===== src/rtl/wbc_pkg.sv =====
// rtl/wbc_pkg.sv - shared types, fault codes and slave decode for the wishbone router
package wbc_pkg;

  typedef enum logic [1:0] {
    ST_IDLE   = 2'd0,
    ST_ACTIVE = 2'd1,
    ST_RESP   = 2'd2,
    ST_ERR    = 2'd3
  } router_state_t;

  localparam logic [1:0] FAULT_NONE     = 2'b00;
  localparam logic [1:0] FAULT_UNMAPPED = 2'b01;
  localparam logic [1:0] FAULT_TIMEOUT  = 2'b10;
  localparam logic [1:0] FAULT_SLVERR   = 2'b11;

  // Decode works on a table widened to the largest supported shape.
  localparam int MAX_NS = 16;
  localparam int MAX_MW = 8;

  typedef struct packed {
    logic       hit;
    logic [3:0] idx;
  } decode_t;

  function automatic decode_t decode_slave(
    input logic [MAX_MW-1:0]        addr_bits,
    input logic [MAX_NS*MAX_MW-1:0] match_table,
    input int                       ns,
    input int                       mw
  );
    decode_t           r;
    logic [MAX_MW-1:0] mask;
    logic [MAX_MW-1:0] ent;
    r    = '0;
    mask = MAX_MW'((1 << mw) - 1);
    for (int k = 0; k < MAX_NS; k++) begin
      ent = MAX_MW'(match_table >> (k * mw)) & mask;
      if (!r.hit && (k < ns) && (ent == (addr_bits & mask))) begin
        r.hit = 1'b1;
        r.idx = 4'(k);
      end
    end
    return r;
  endfunction

endpackage


===== src/rtl/wbc_watchdog.sv =====
// rtl/wbc_watchdog.sv - saturating transaction watchdog; expire marks the edge the count reaches TIMEOUT
module wbc_watchdog #(
  parameter int TIMEOUT = 1024
) (
  input  logic clk,
  input  logic rst_n,
  input  logic clr,
  input  logic en,
  output logic expire
);

  localparam int CW = (TIMEOUT > 0) ? $clog2(TIMEOUT + 1) : 1;
  localparam logic [CW-1:0] LIMIT = CW'(TIMEOUT);

  logic [CW-1:0] count;

  always_ff @(posedge clk or negedge rst_n) begin
    if (!rst_n) begin
      count <= '0;
    end else if (clr) begin
      count <= '0;
    end else if (en && (count != LIMIT)) begin
      count <= count + CW'(1);
    end
  end

  assign expire = (TIMEOUT != 0) && en && (count == LIMIT - CW'(1));

endmodule


===== src/rtl/wbc_router_ng.sv =====
// rtl/wbc_router_ng.sv - registered wishbone classic 1-to-NS router with unmapped/timeout/slave-error fault capture
module wbc_router_ng
  import wbc_pkg::*;
#(
  parameter int                     AW        = 28,
  parameter int                     DW        = 32,
  parameter int                     NS        = 2,
  parameter int                     MUXWIDTH  = 1,
  parameter logic [NS*MUXWIDTH-1:0] SLAVE_MUX = '0,
  parameter int                     TIMEOUT   = 1024
) (
  input  logic                         i_clk,
  input  logic                         i_reset_n,
  input  logic                         i_mcyc,
  input  logic                         i_mstb,
  input  logic                         i_mwe,
  input  logic [AW-1:0]                i_maddr,
  input  logic [DW-1:0]                i_mdata,
  input  logic [DW/8-1:0]              i_msel,
  output logic                         o_mack,
  output logic                         o_merr,
  output logic [DW-1:0]                o_mdata,
  output logic [NS-1:0]                o_scyc,
  output logic [NS-1:0]                o_sstb,
  output logic [NS-1:0]                o_swe,
  output logic [NS*(AW-MUXWIDTH)-1:0]  o_saddr,
  output logic [NS*DW-1:0]             o_sdata,
  output logic [NS*(DW/8)-1:0]         o_ssel,
  input  logic [NS-1:0]                i_sack,
  input  logic [NS-1:0]                i_serr,
  input  logic [NS*DW-1:0]             i_sdata,
  input  logic                         i_fault_clr,
  output logic                         o_fault_valid,
  output logic [1:0]                   o_fault_code,
  output logic [AW-1:0]                o_fault_addr
);

  localparam int SAW = AW - MUXWIDTH;
  localparam int IW  = (NS > 1) ? $clog2(NS) : 1;
  localparam int TW  = MAX_NS * MAX_MW;
  localparam logic [TW-1:0] TABLE_EXT = TW'(SLAVE_MUX);

  router_state_t state;
  logic [IW-1:0] sel_idx;
  logic [AW-1:0] req_addr;
  logic          req_we;
  decode_t       dec;
  logic          wd_expire;
  logic          sack_k, serr_k;
  logic [DW-1:0] sdata_k;
  logic          fault_set;
  logic [1:0]    fault_code_n;
  logic [AW-1:0] fault_addr_n;

  assign dec     = decode_slave(MAX_MW'(i_maddr[AW-1 -: MUXWIDTH]), TABLE_EXT, NS, MUXWIDTH);
  assign sack_k  = i_sack[sel_idx];
  assign serr_k  = i_serr[sel_idx];
  assign sdata_k = i_sdata[int'(sel_idx)*DW +: DW];

  wbc_watchdog #(.TIMEOUT(TIMEOUT)) u_watchdog (
    .clk    (i_clk),
    .rst_n  (i_reset_n),
    .clr    (state != ST_ACTIVE),
    .en     (state == ST_ACTIVE),
    .expire (wd_expire)
  );

  always_comb begin
    fault_set    = 1'b0;
    fault_code_n = FAULT_NONE;
    fault_addr_n = req_addr;
    if (state == ST_IDLE && i_mcyc && i_mstb && !dec.hit) begin
      fault_set    = 1'b1;
      fault_code_n = FAULT_UNMAPPED;
      fault_addr_n = i_maddr;
    end else if (state == ST_ACTIVE && i_mcyc) begin
      if (serr_k) begin
        fault_set    = 1'b1;
        fault_code_n = FAULT_SLVERR;
      end else if (!sack_k && wd_expire) begin
        fault_set    = 1'b1;
        fault_code_n = FAULT_TIMEOUT;
      end
    end
  end

  always_ff @(posedge i_clk or negedge i_reset_n) begin
    if (!i_reset_n) begin
      state    <= ST_IDLE;
      sel_idx  <= '0;
      req_addr <= '0;
      req_we   <= 1'b0;
      o_mack   <= 1'b0;
      o_merr   <= 1'b0;
      o_mdata  <= '0;
      o_scyc   <= '0;
      o_sstb   <= '0;
      o_swe    <= '0;
      o_saddr  <= '0;
      o_sdata  <= '0;
      o_ssel   <= '0;
    end else begin
      o_mack <= 1'b0;
      o_merr <= 1'b0;
      case (state)
        ST_IDLE: begin
          if (i_mcyc && i_mstb) begin
            req_addr <= i_maddr;
            req_we   <= i_mwe;
            o_saddr  <= {NS{i_maddr[SAW-1:0]}};
            o_sdata  <= {NS{i_mdata}};
            o_ssel   <= {NS{i_msel}};
            o_swe    <= {NS{i_mwe}};
            if (dec.hit) begin
              sel_idx <= IW'(dec.idx);
              o_scyc  <= NS'(1) << dec.idx;
              o_sstb  <= NS'(1) << dec.idx;
              state   <= ST_ACTIVE;
            end else begin
              o_merr <= 1'b1;
              state  <= ST_ERR;
            end
          end
        end
        ST_ACTIVE: begin
          // Priority: master abort, then slave error, then ack, then watchdog.
          if (!i_mcyc) begin
            o_scyc <= '0;
            o_sstb <= '0;
            state  <= ST_IDLE;
          end else if (serr_k) begin
            o_scyc <= '0;
            o_sstb <= '0;
            o_merr <= 1'b1;
            state  <= ST_RESP;
          end else if (sack_k) begin
            o_scyc <= '0;
            o_sstb <= '0;
            o_mack <= 1'b1;
            if (!req_we) o_mdata <= sdata_k;
            state  <= ST_RESP;
          end else if (wd_expire) begin
            o_scyc <= '0;
            o_sstb <= '0;
            o_merr <= 1'b1;
            state  <= ST_RESP;
          end
        end
        ST_RESP, ST_ERR: state <= ST_IDLE;
        default:         state <= ST_IDLE;
      endcase
    end
  end

  always_ff @(posedge i_clk or negedge i_reset_n) begin
    if (!i_reset_n) begin
      o_fault_valid <= 1'b0;
      o_fault_code  <= FAULT_NONE;
      o_fault_addr  <= '0;
    end else if (fault_set && (!o_fault_valid || i_fault_clr)) begin
      o_fault_valid <= 1'b1;
      o_fault_code  <= fault_code_n;
      o_fault_addr  <= fault_addr_n;
    end else if (i_fault_clr) begin
      o_fault_valid <= 1'b0;
      o_fault_code  <= FAULT_NONE;
      o_fault_addr  <= '0;
    end
  end

endmodule


===== config.mk =====
export PLATFORM = sky130hd
export DESIGN_NAME = wbc_router_ng
export DESIGN_NICKNAME = d
export VERILOG_FILES = /design/src/rtl/wbc_pkg.sv /design/src/rtl/wbc_watchdog.sv /design/src/rtl/wbc_router_ng.sv
export SDC_FILE = /design/constraint.sdc
export NUM_CORES = 1
export LEC_CHECK = 0
export BUFFER_PORTS_ARGS = -buffer_cell sky130_fd_sc_hd__buf_4
export CAP_MARGIN = 30
export CORE_AREA = 2 2 129 131
export DETAILED_ROUTE_END_ITERATION = 10
export DIE_AREA = 0 0 131 133
export GPL_TIMING_DRIVEN = 1
export HOLD_SLACK_MARGIN = 0.1
export PLACE_DENSITY = 0.72
export REMOVE_ABC_BUFFERS = 1
export SYNTH_ARGS = -nofsm -noshare
export SYNTH_HDL_FRONTEND = slang
export SYNTH_SLANG_ARGS = --single-unit
export TNS_END_PERCENT = 10

===== constraint.sdc =====
create_clock -name i_clk -period 3.21 [get_ports i_clk]
set_input_delay 0.321 -clock i_clk [delete_from_list [all_inputs] [get_ports i_clk]]
set_output_delay 0.321 -clock i_clk [all_outputs]
set_load 0.02 [all_outputs]

### Word level (Yosys, flattened, before mapping)

Cells that the tools add are included.

| word-level totals | value |
|---|---|
| register bits after elaboration | 237 |
| bits of input ports | 138 |
| output and inout bits | 197 |
| word-level logic and storage cells | 105 |

| cells by class | value |
|---|---|
| add/subtract/negate cells | 1 |
| magnitude comparators | 1 |
| eq/ne operators | 9 |
| shifts and indexed selects | 2 |
| multiplexer cells | 48 |
| bitwise gates (word level) | 2 |
| reduce and logical (&&, ||, !) cells | 26 |

Operators by type and width:

| operator | count |
|---|---|
| $mux W28 | 3 |
| $shiftx A64 B7 Y32 | 1 |
| $mux W2 | 18 |
| $mux W11 | 2 |
| $mux W1 | 20 |
| $add A11 B1 Y11 const B | 1 |
| $eq A11 B10 Y1 const B | 1 |
| $ne A11 B11 Y1 const B | 1 |
| $logic_and A1 B1 Y1 | 10 |
| $mux W5 | 2 |
| $logic_not A8 Y1 | 1 |
| $pmux W2 S3 | 1 |
| $reduce_bool A2 Y1 | 3 |
| $ne A5 B5 Y1 const B | 1 |
| $reduce_and A5 Y1 | 1 |
| $eq A2 B2 Y1 const B | 2 |
| $logic_not A1 Y1 | 4 |
| $ne A2 B1 Y1 const B | 2 |
| $pmux W2 S2 | 1 |
| $reduce_and A2 Y1 | 2 |
| $reduce_and A4 Y1 | 1 |
| $shl A1 B4 Y2 const A | 1 |
| $reduce_and A3 Y1 | 1 |
| $eq A2 B1 Y1 const B | 1 |
| other kinds (7) | 8 |

### Depth between registers and ports, before layout

Gate-level depths: netlist of run 1.

| depth | value |
|---|---|
| depth after elaboration | 10 |
| depth in mapped cells | 6 |

### Cells and area by module

Synthesis of run 1 repeated with hierarchy kept, for this count alone.

| unflattened totals | value |
|---|---|
| cells, all modules | 572 |
| area total of the unflattened synthesis | 7014.2 um^2 |

Modules (own cells, without submodules):

| module | instances | cells an instance | area each (um^2) | sequential area each (um^2) |
|---|---|---|---|---|
| wbc_router_ng | 1 | 505 | 6368.6 | 3328.2 |
| wbc_watchdog | 1 | 67 | 645.6 | 275.3 |

### Least setup slack after synthesis of run 1

OpenSTA, ideal clock, no wires.

| timing path | value |
|---|---|
| path type | register -> register |
| start | reg u_watchdog.count[0] |
| end | reg o_fault_addr[10] |
| setup time | 0.123 ns |
| arrival time | 1.621 ns |
| required time | 3.087 ns |
| path slack | 1.466 ns |
| stages on the path, launching flop included | 7 |
| path buffers | 1 |
| period minus slack after synthesis | 1.744 ns |
| cell sequence | dfrtp_1 ha_1 nand3_2 nor4_4 a211oi_4 buf_6 o2bb2ai_1 |

| between the ends | value |
|---|---|
| cells in the longest elaborated chain, start to end | 9 |

Ends and longest elaborated chain:

| element | RTL line | text |
|---|---|---|
| from (decl) | wbc_watchdog.sv:15 | `logic [CW-1:0] count;` |
| from (signal assigned) | wbc_watchdog.sv:23 | `count <= count + CW'(1);` |
| $eq A11 B10 Y1 * | wbc_watchdog.sv:27 | `assign expire = (TIMEOUT != 0) && en && (count == LIMIT - CW'(1));` |
| $logic_and A1 B1 Y1 * | wbc_watchdog.sv:27 |  |
| $logic_and A1 B1 Y1 * | wbc_router_ng.sv:80 | `end else if (!sack_k && wd_expire) begin` |
| $mux W1 * | wbc_router_ng.sv:80 |  |
| $mux W1 * | wbc_router_ng.sv:77 | `if (serr_k) begin` |
| $mux W1 * | wbc_router_ng.sv:76 | `end else if (state == ST_ACTIVE && i_mcyc) begin` |
| $mux W1 * | wbc_router_ng.sv:72 | `if (state == ST_IDLE && i_mcyc && i_mstb && !dec.hit) begin` |
| $logic_and A1 B1 Y1 * | wbc_router_ng.sv:160 | `end else if (fault_set && (!o_fault_valid \|\| i_fault_clr)) begin` |
| $mux W28 / $reduce_bool A2 Y1 (equally long branches) | -- |  |
| to (signal assigned) | wbc_router_ng.sv:163 | `o_fault_addr <= fault_addr_n;` |
| to (decl) | wbc_router_ng.sv:35 | `output logic [AW-1:0] o_fault_addr` |

Every way passes the cells marked *; elsewhere a longest branch is shown, timed or not.
A chain may end at the register's enable or synchronous reset.

### Worst setup path in the final report of run 1

| timing path | value |
|---|---|
| start | reg state[0] |
| end | reg o_sdata[37] |

| between the ends | value |
|---|---|
| cells in the longest elaborated chain, start to end | 2 |

Ends and longest elaborated chain:

| element | RTL line | text |
|---|---|---|
| from (decl) | wbc_router_ng.sv:43 | `router_state_t state;` |
| from (signal assigned) | wbc_router_ng.sv:89 | `state <= ST_IDLE;` |
| from (signal assigned) | wbc_router_ng.sv:118 | `state <= ST_ACTIVE;` |
| from (signal assigned) | wbc_router_ng.sv:121 | `state <= ST_ERR;` |
| $logic_not A2 Y1 | wbc_router_ng.sv:105 | `case (state)` |
| $reduce_and A2 Y1 (no source line) | -- |  |
| to (signal assigned) | wbc_router_ng.sv:111 | `o_sdata <= {NS{i_mdata}};` |
| to (decl) | wbc_router_ng.sv:27 | `output logic [NS*DW-1:0] o_sdata,` |

No other way between the ends.

==> impl_metrics.json, run 1 <==
{
  "reg2reg_depth": 3,
  "cp_slowest_cell": "buf_4",
  "rows": 47,
  "synth_mux_area_share_pct": 20.6,
  "fin_area_mm2": 0.00891,
  "ys_seq_elements": 144,
  "n_fill_cell": 1394,
  "cts_buffer_depth": 2,
  "syn_area_per_cell_um2": 13.4,
  "place_ws_ns": 1.08,
  "hold-worst-slack_ns": 0.132,
  "grt_max_degree": 81,
  "yosysTopAreaCellShare_pct": 54.4,
  "ys_types": 45,
  "final_util_pct": 55.1,
  "synth_compound_area_share_pct": 5.73,
  "yosys_most_used_dff": "dfrtp_1",
  "gp_congestion": 0.783,
  "status": "finished clean",
  "cts_tree": "done",
  "power_leakage_nw": 4.48,
  "critPathLaunchType": "register",
  "path_buf_inv": 1,
  "worstPathCellList": "nor4bb_4 > buf_4 > mux2_2",
  "cts_buffers": 17,
  "min_period_over_period_pct": 66.4,
  "max-vdd-ir-drop_uv": 360,
  "nets": 842,
  "postRouteAntennaNets": 0,
  "synth_edf_count": 0,
  "die_h_um": 133,
  "netlist_area_mm2": 0.00662,
  "cts_setup_buffers": 0,
  "critPathTopFamily": "buffers and inverters",
  "area_growth_pct": 34.6,
  "worstSetupEndpointType": "register",
  "start_util_pct": 40.9,
  "rsz0062_at_grt": "no",
  "cts.sinks": 144,
  "antenna_cells": 0,
  "setup.worst_path.class": "reg2reg",
  "drv_slew": 0,
  "hold_violations": 0,
  "max_freq_ghz": 0.469,
  "grt_pass1_wl_mm": 24.1,
  "path_depth": 3,
  "wirelength_mm": 15.4,
  "grt_antenna_before_repair": 0,
  "die_x_um": 131,
  "whs_path_depth": 2,
  "multi_input_area_mm2": 0.00213,
  "path_clk_slew_ns": 0.06,
  "drcViolationCount": 0,
  "fin_ws_ns": 1.08,
  "drtPass1Iterations": 4,
  "hold_class": "in2reg",
  "pin_count": 335,
  "via_count": 4420,
  "powerDensity_mw_per_mm2": 721,
  "setup_violations": 0,
  "yosys.area_share.simple_pct": 4.31,
  "post-place-cells": 901,
  "path_max_fanout": 68,
  "place_area_mm2": 0.00833,
  "relSlewSlack_pct": 36.8,
  "ys_top_cells_by_area": "dfrtp_1 (54%), mux2_2 (16%), buf_4 (11%)",
  "ys_seq_area_share_pct": 54.4,
  "synth_cells": 493,
  "core_area_mm2": 0.0162,
  "yosys_warnings": 0,
  "grt_pass1_vias": 4770,
  "drive_above_1_share_pct": 61.6,
  "worst_pin_slew_ns": 0.944,
  "grt_remaining_overflow": 0,
  "critPathMaxStageDelay_ns": 0.76,
  "die-area_mm2": 0.0174,
  "synthArstFlopShare_pct": 100,
  "place_hpwl_mm": 11.1,
  "cp.required_ns": 3.50,
  "drtIter0Drc": 176,
  "finalSetupTns_ns": 0,
  "clkLatencyLatePin_ns": 0.41,
  "final_cells": 933,
  "numPortBuffers": 298,
  "fin_crit_ns": 2.13,
  "track_usage_pct": 17.8,
  "yosys.area.top_type": "dfrtp_1",
  "drv_cap": 0,
  "synth_top_family_by_area": "multiplexers",
  "drt-vias-per-instance": 4.74,
  "synth.most_common_cell": "dfrtp_1",
  "htreeDepth": 4,
  "seqCellArea_mm2": 0.00360,
  "yosys-top-cells-count": "dfrtp_1 (144), buf_4 (96), mux2_2 (95), mux2i_1 (28), o2bb2ai_1 (28)",
  "cts_resized": 0,
  "synthAdderAreaFrac_pct": 0.378,
  "wl_per_cell_um": 16.5,
  "cp_data_arrival_time_ns": 2.42,
  "cts-root-buf": "clkbuf_16",
  "synth-xor-area-share_pct": 0.926,
  "power.total_mw": 6.43,
  "fin_skew_ns": 0.00885
}
==> where the power goes <==
| group | internal (mW) | switching [mW] |
|---|---|---|
| registers | 2.16 | 0.269 |
| clock network | 1.12 | 0.742 |
| logic | 1.02 | 1.12 |
==> sequential cells by signal, summed over array words and instances, names as in the netlist, 2 cells and up <==
register	cells
u_watchdog.count	11
o_fault_addr	28
o_mdata	32
o_sdata	32
o_fault_code	2
state	2
o_saddr	27
o_ssel	4
==> metal layers <==
metal | up-vias | wire [µm] | GRT usage (%)
li1 | 2032 | - | -
met1 | 2207 | 6110 | 20.9
met2 | 167 | 8040 | 30.3
met3 | 14 | 1080 | 5.46
met4 | 0 | 203 | 6.50
met5 | - | 0 | 0
==> cell families (layout without fill, tap and decap cells) <==
group                      count (synthesis)  after routing
AOI/OAI and AO/OA                         46             46
xor gates and xnor gates                   7              7
adders and majority gates                  2              2
buffers and inverters                    125            344
DFF                                      144            144
muxes                                    124            124
other                                      1              2
and+or+nand+nor                           44             44
==> final timing paths <==
path                                   from          endpoint  slack (ns)
max                                state[0]       o_sdata[37]        1.08
min                               i_serr[0]            o_mack        0.13
max reg2reg                        state[0]       o_sdata[37]        1.08
min reg2reg                o_fault_addr[26]  o_fault_addr[26]        0.49
max in group asynchronous         i_reset_n       o_mdata[12]        1.89
min in group asynchronous         i_reset_n       o_saddr[49]        0.51
==> layout by cell type (no fill, tap or decap), types with 3 or more instances in the layout <==
cell,count
inv_1,10
buf_4,300
xnor2_1,3
nand2b_1,5
clkbuf_16,17
mux2i_1,28
o21ai_0,5
clkbuf_8,3
o2bb2ai_1,28
clkinvlp_4,3
xor2_1,4
nand2_1,7
clkinv_2,3
nor2_1,9
mux2_2,95
nor4_1,3
a21oi_1,7
dfrtp_1,144
==> worst register-to-register path, cell delays in order, from the launching register on <==
cell,delay [ns]
dfrtp_1,0.47
nor4bb_4,0.33
buf_4,0.76
mux2_2,0.45
==> area by class of cell <==
class / count / area share, %
clock buffer: 21 / 5.28
timing repair buffer: 304 / 25.9
inverter: 10 / 0.421
sequential: 144 / 40.4
tap: 220 / 3.09
clock inverter: 9 / 0.955
multi-input combinational: 225 / 24.0
==> repair_timing <==
| action | CTS | global route |
|---|---|---|
| hold endpoints to repair | 80 | 0 |
| endpoints found under the setup margin | 0 | 0 |
| hold buffers | 2 | 0 |
Power figures use the tool's default switching activity.
==> inputs of run 2 (changes only) <==
- CORE_AREA: 2 2 129 131 -> 2 2 131 133
- DIE_AREA: 0 0 131 133 -> 0 0 133 135
- PLACE_DENSITY: 0.72 -> 0.7
- clock period: 3.21 -> 2 ns (I/O delays scaled with it)
==> run 2 against run 1 <==
Critical path depth increased by 2. Via count increased by 11%. Sequential share of layout area decreased by 4.8 points. Register-to-register slack got worse by 0.94 ns. Global-route usage increased by 2.1 points. Cell count increased by 12%. Fmax increased by 14%. Worst hold slack got worse by 0.0045 ns. Critical path type unchanged. Clock skew decreased by 0.00081 ns.
==> impl_metrics.json, run 2 (synthesized netlist as in run 1, its figures left out) <==
{
  "status": "finished clean",
  "cts_buffers": 17,
  "drcViolationCount": 0,
  "drt-vias-per-instance": 4.73,
  "min_period_over_period_pct": 93.2,
  "die_x_um": 133,
  "reg_top3": "o_mdata x32, o_sdata x32, o_fault_addr x28",
  "grt_remaining_overflow": 0,
  "gp_congestion": 0.828,
  "antenna_cells": 0,
  "drtIter0Drc": 144,
  "postRouteAntennaNets": 0,
  "power_leakage_nw": 4.99,
  "fin_skew_ns": 0.00804,
  "relSlewSlack_pct": 57.2,
  "path_buf_inv": 1,
  "worstPathCellList": "nand3b_2 > nor3b_2 > nand2b_1 > buf_4 > mux2_1",
  "place_ws_ns": -0.0318,
  "hold_class": "in2reg",
  "place_hpwl_mm": 11.5,
  "clkLatencyLatePin_ns": 0.42,
  "path_clk_slew_ns": 0.06,
  "fin_crit_ns": 1.86,
  "grt_pass1_wl_mm": 27.8,
  "p_sw_mw": 3.58,
  "path_max_fanout": 32,
  "worst_pin_slew_ns": 0.642,
  "finalSetupTns_ns": 0,
  "die-area_mm2": 0.0180,
  "htreeDepth": 4,
  "cts_buffer_depth": 2,
  "worstSetupEndpointType": "register",
  "pwr-share-seq_pct": 35.4,
  "drv_slew": 0,
  "fin_ws_ns": 0.135,
  "start_util_pct": 40.3,
  "powerDensity_mw_per_mm2": 1090,
  "rsz0062_at_grt": "no",
  "wl_per_cell_um": 16.9,
  "final_util_pct": 61.7,
  "grt_antenna_before_repair": 0,
  "critPathTopFamily": "simple AND/OR/NAND/NOR gates",
  "core_area_mm2": 0.0164,
  "max_freq_ghz": 0.536,
  "hold_violations": 0,
  "critPathLaunchType": "register",
  "wirelength_mm": 17.6,
  "final_common_cell": "buf_4",
  "cts_tree": "done",
  "drv_cap": 0,
  "max-vdd-ir-drop_uv": 603,
  "numPortBuffers": 298,
  "cp_slowest_cell": "dfrtp_1",
  "grt_pass1_vias": 5299,
  "final_cell_mix": "buf_4 (304), dfrtp_1 (144), dlygate4sd3_1 (100)",
  "setup.worst_path.class": "reg2reg",
  "rows": 47,
  "drtPass1Iterations": 4,
  "power.total_mw": 11.1,
  "cts.sinks": 144,
  "clkPwrFrac_pct": 31.7,
  "n_fill_cell": 1233,
  "nets": 949,
  "area_growth_pct": 52.9,
  "cts-root-buf": "clkbuf_16",
  "comb_power_share_pct": 32.9,
  "setup_violations": 0,
  "pin_count": 335,
  "cp_data_arrival_time_ns": 2.16,
  "drive_above_1_share_pct": 54.9,
  "p_sw_share_pct": 32.3,
  "internal_power_mw": 7.49,
  "final_cells": 1041,
  "critPathMaxStageDelay_ns": 0.44,
  "cp.required_ns": 2.29,
  "grt_max_degree": 80,
  "die_h_um": 135,
  "via_count": 4928,
  "track_usage_pct": 19.8,
  "post-place-cells": 908
}
run 2: cell count changes in the layout (fill, tap and decap cells not counted), sizes merged:
cell	change
clkbuf	-2
inv	+2
buf	+8
clkinv	-1
dlygate4sd3	+98
bufinv	+4
clkinvlp	-2
o21ai	+1
run 2: path summary, 6_finish.rpt:
check                                         to  depth (start not counted)  slack (ns)              from
min in group asynchronous              o_ssel[5]                          2        0.15         i_reset_n
worst min-delay path                      o_mack                          2        0.13         i_sack[0]
max in group asynchronous            o_mdata[20]                          3        1.24         i_reset_n
worst max register to register        o_mdata[0]                          5        0.14          state[1]
worst min register to register  o_fault_addr[18]                          1        0.49  o_fault_addr[18]
worst max-delay path                  o_mdata[0]                          5        0.14          state[1]
run 2: metrics by stage:
| stage | hold slack (ns) | area [µm²] |
|---|---|---|
| final | 0.128 | 10100 |
| after global routing | 0.115 | 10100 |
| after CTS | 0.101 | 10100 |
| after detailed placement | -0.00192 | 8440 |
| after global placement | -0.00202 | 8440 |
| after floorplan | -0.0956 | 5760 |
run 2: layout make-up:
cell class	count	area, µm²	area share (%)
Sequential cell	144	3600	35.6
Timing Repair Buffer	410	3390	33.5
Multi-Input combinational cell	226	2160	21.3
Clock buffer	19	443	4.38
Tap cell	220	275	2.72
Clock inverter	12	206	2.04
Inverter	10	37.5	0.371
run 2: repair_timing:
item                       CTS  global route
hold buffers               100             0
setup endpoints to repair   27            29
gates resized for setup      0             3
pin swaps                    1             1
hold endpoints to repair   269             0
buffers inserted             0             1
cloned                       1             0
run 2: routing by layer:
| layer | vias up | routed length, µm | GRT usage (%) |
|---|---|---|---|
| met4 | 0 | 179 | 5.68 |
| met3 | 15 | 1030 | 4.99 |
| met2 | 183 | 9640 | 37.4 |
| li1 | 2268 | - | - |
| met1 | 2462 | 6770 | 22.1 |
| met5 | - | 0 | 0 |
run 2: power by group through the flow:
stage / clock network (mW) / logic, mW / registers (mW)
floorplan: 0 / 0.672 / 4.93
global placement: 0 / 3.45 / 3.92
detailed placement: 0 / 3.48 / 3.96
CTS: 3.59 / 3.65 / 3.92
global route: 3.70 / 3.83 / 4.00
finish: 3.51 / 3.65 / 3.92
==> inputs of run 3 (changes only) <==
- CORE_AREA: 2 2 131 133 -> 2 2 129 131
- DIE_AREA: 0 0 133 135 -> 0 0 131 133
- PLACE_DENSITY: 0.7 -> 0.74
- SYNTH_HIERARCHICAL: default -> 1
==> run 3 against run 2 <==
The run now ends with setup timing left. Sequential power is 2% higher. Synthesized area grew 6.0%. Fmax is 15% lower. Design area up 5.4%.
==> impl_metrics.json, run 3 <==
{
  "setup_violations": 29,
  "ys_seq_area_share_pct": 51.4,
  "synth_cells": 572,
  "numPortBuffers": 298,
  "cp_data_arrival_time_ns": 2.47,
  "hold_start": "i_maddr[27]",
  "cts_buffers": 17,
  "drv_slew": 0,
  "p_sw_share_pct": 33.9,
  "nets": 1044,
  "cts_tree": "done",
  "critPathLaunch": "state[1]",
  "cts-root-buf": "clkbuf_16",
  "rsz0062_at_grt": "yes",
  "synth_top_family_by_area": "multiplexers",
  "internal_power_mw": 7.39,
  "hold_class": "in2reg",
  "max_freq_ghz": 0.458,
  "max-vdd-ir-drop_uv": 639,
  "wirelength_mm": 20.9,
  "grt_antenna_before_repair": 0,
  "synthArstFlopShare_pct": 100,
  "drcViolationCount": 0,
  "htreeDepth": 4,
  "fin_skew_ns": 0.0115,
  "yosys.area.top_type": "dfrtp_1",
  "pwr-share-seq_pct": 35.6,
  "drv_cap": 0,
  "cts.sinks": 144,
  "status": "finished with violations",
  "ys_types": 46,
  "synth_edf_count": 0,
  "via_count": 5729,
  "worstSetupEndpointType": "register",
  "syn_area_per_cell_um2": 12.3,
  "yosys_most_used_dff": "dfrtp_1",
  "timing.rr.start": "state[1]",
  "path_max_fanout": 28,
  "track_usage_pct": 23.5,
  "min_period_over_period_pct": 109,
  "grt_pass1_vias": 6017,
  "drtIter0Drc": 218,
  "comb_power_share_pct": 34.9,
  "netlist_area_mm2": 0.00701,
  "yosys.area_share.simple_pct": 6.81,
  "critPathLaunchType": "register",
  "core_area_mm2": 0.0162,
  "pin_count": 335,
  "postRouteAntennaNets": 0,
  "die-area_mm2": 0.0174,
  "finalSetupTns_ns": -4.46,
  "final_cell_mix": "buf_4 (329), dfrtp_1 (144), dlygate4sd3_1 (99)",
  "drtPass1Iterations": 4,
  "yosysTopAreaCellShare_pct": 51.4,
  "yosys_warnings": 6,
  "grt_pass1_wl_mm": 31.6,
  "synth_compound_area_share_pct": 9.40,
  "place_ws_ns": -0.247,
  "wl_per_cell_um": 18.4,
  "antenna_cells": 0,
  "relSlewSlack_pct": 63.6,
  "synth-xor-area-share_pct": 0.250,
  "post-place-cells": 1004,
  "n_fill_cell": 1165,
  "final_cells": 1137,
  "clkLatencyLatePin_ns": 0.42,
  "cts_buffer_depth": 2,
  "gp_congestion": 0.803,
  "yosys-top-cells-count": "dfrtp_1 (144), buf_4 (103), mux2_2 (70), o22ai_1 (55), a21oi_1 (36)",
  "grt_max_degree": 52,
  "die_x_um": 131,
  "drive_above_1_share_pct": 53.3,
  "final_common_cell": "buf_4",
  "synth_mux_area_share_pct": 18.1,
  "p_sw_mw": 3.79,
  "ys_top_cells_by_area": "dfrtp_1 (51%), mux2_2 (11%), buf_4 (11%)",
  "regToRegSetupSlack_ns": -0.18,
  "rows": 47,
  "ys_seq_elements": 144,
  "powerDensity_mw_per_mm2": 1050,
  "reg_top3": "o_mdata x32, o_sdata x32, o_fault_addr x28",
  "clkPwrFrac_pct": 29.4,
  "synth.most_common_cell": "dfrtp_1",
  "cp.required_ns": 2.29,
  "start_util_pct": 43.4,
  "setup.worst_path.class": "reg2reg",
  "synthAdderAreaFrac_pct": 0.357,
  "place_hpwl_mm": 13.0,
  "fin_crit_ns": 2.18,
  "power_leakage_nw": 5.19,
  "drt-vias-per-instance": 5.04,
  "area_growth_pct": 52.1,
  "path_clk_slew_ns": 0.06,
  "worst_pin_slew_ns": 0.545,
  "violations": "setup timing",
  "die_h_um": 133,
  "fin_ws_ns": -0.185,
  "grt_remaining_overflow": 0,
  "hold_violations": 0
}
## run 3: changes by cell type after synthesis, moves of 25 or more
cell	change
o22ai_1	+55
mux2i_1	-25
mux2_4	+30
a21oi_1	+29
o2bb2ai_1	-28
nor2b_1	+33
mux2_2	-25
## run 3: layer usage
metal / routed length [µm] / up-vias / GRT usage, %
li1: - / 2596 / -
met1: 8180 / 2831 / 27.6
met2: 10800 / 261 / 41.0
met3: 1440 / 41 / 5.78
met4: 495 / 0 / 9.10
met5: 0 / - / 0
## run 3: layout make-up
type / instances / area (µm²) / share of cell area (%)
Clock buffer: 18 / 429 / 4.02
Clock inverter: 14 / 176 / 1.65
Inverter: 9 / 33.8 / 0.317
Multi-Input combinational cell: 295 / 2510 / 23.6
Sequential cell: 144 / 3600 / 33.8
Tap cell: 220 / 275 / 2.58
Timing Repair Buffer: 437 / 3640 / 34.1
## run 3: worst paths after layout
check / to / cells after the start
worst min-delay path: req_addr[27] / 3
max in group asynchronous: o_fault_addr[25] / 3
worst max register to register: o_fault_addr[19] / 9
worst max-delay path: o_fault_addr[19] / 9
min in group asynchronous: o_sdata[42] / 2
worst min register to register: o_mdata[0] / 1
## run 3: repair_timing
| action | 4_1_cts | 5_1_grt |
|---|---|---|
| hold buffers | 99 | 0 |
| setup buffers | 0 | 1 |
| hold endpoints to repair | 167 | 0 |
| cloned | 0 | 1 |
| endpoints found under the setup margin | 33 | 52 |
| pin swaps | 7 | 5 |
| resized for setup | 6 | 6 |
## run 3: power groups by stage
stage,registers [mW],clock network (mW),logic (mW)
2_1_floorplan,4.98,0,0.797
3_3_place_gp,3.98,0,3.64
3_5_place_dp,4.00,0,3.70
4_1_cts,3.97,3.36,3.87
5_1_grt,4.05,3.49,4.10
6_report,3.98,3.29,3.90
## run 3: stage by stage
stage	util (%)	power, mW	hold slack, ns	area (µm²)
2_1_floorplan	-	5.78	-0.0956	6090
3_3_place_gp	55.6	7.63	0.190	9000
3_5_place_dp	55.6	7.70	0.196	9000
4_1_cts	65.6	11.2	0.123	10600
5_1_grt	66.0	11.6	0.142	10700
6_report	66.0	11.2	0.148	10700
## run 3: kinds of logic (layout without fill, tap and decap cells)
family | count (synthesis) | count (layout)
AOI/OAI and AO/OA | 108 | 108
xor gates and xnor gates | 2 | 2
adders and majority gates | 2 | 2
buffers and inverters | 134 | 478
DFF | 144 | 144
muxes | 103 | 103
other | 1 | 2
and+or+nand+nor | 78 | 78
## run 3: critical path, stage by stage (launching register included)
cell and delay (ns):
dfrtp_1 0.36, and2b_4 0.25, nand4_1 0.13, nor4_2 0.34, nor2b_4 0.22, nor2b_4 0.19
o211ai_2 0.11, buf_12 0.19, o22ai_1 0.17, a21oi_1 0.10
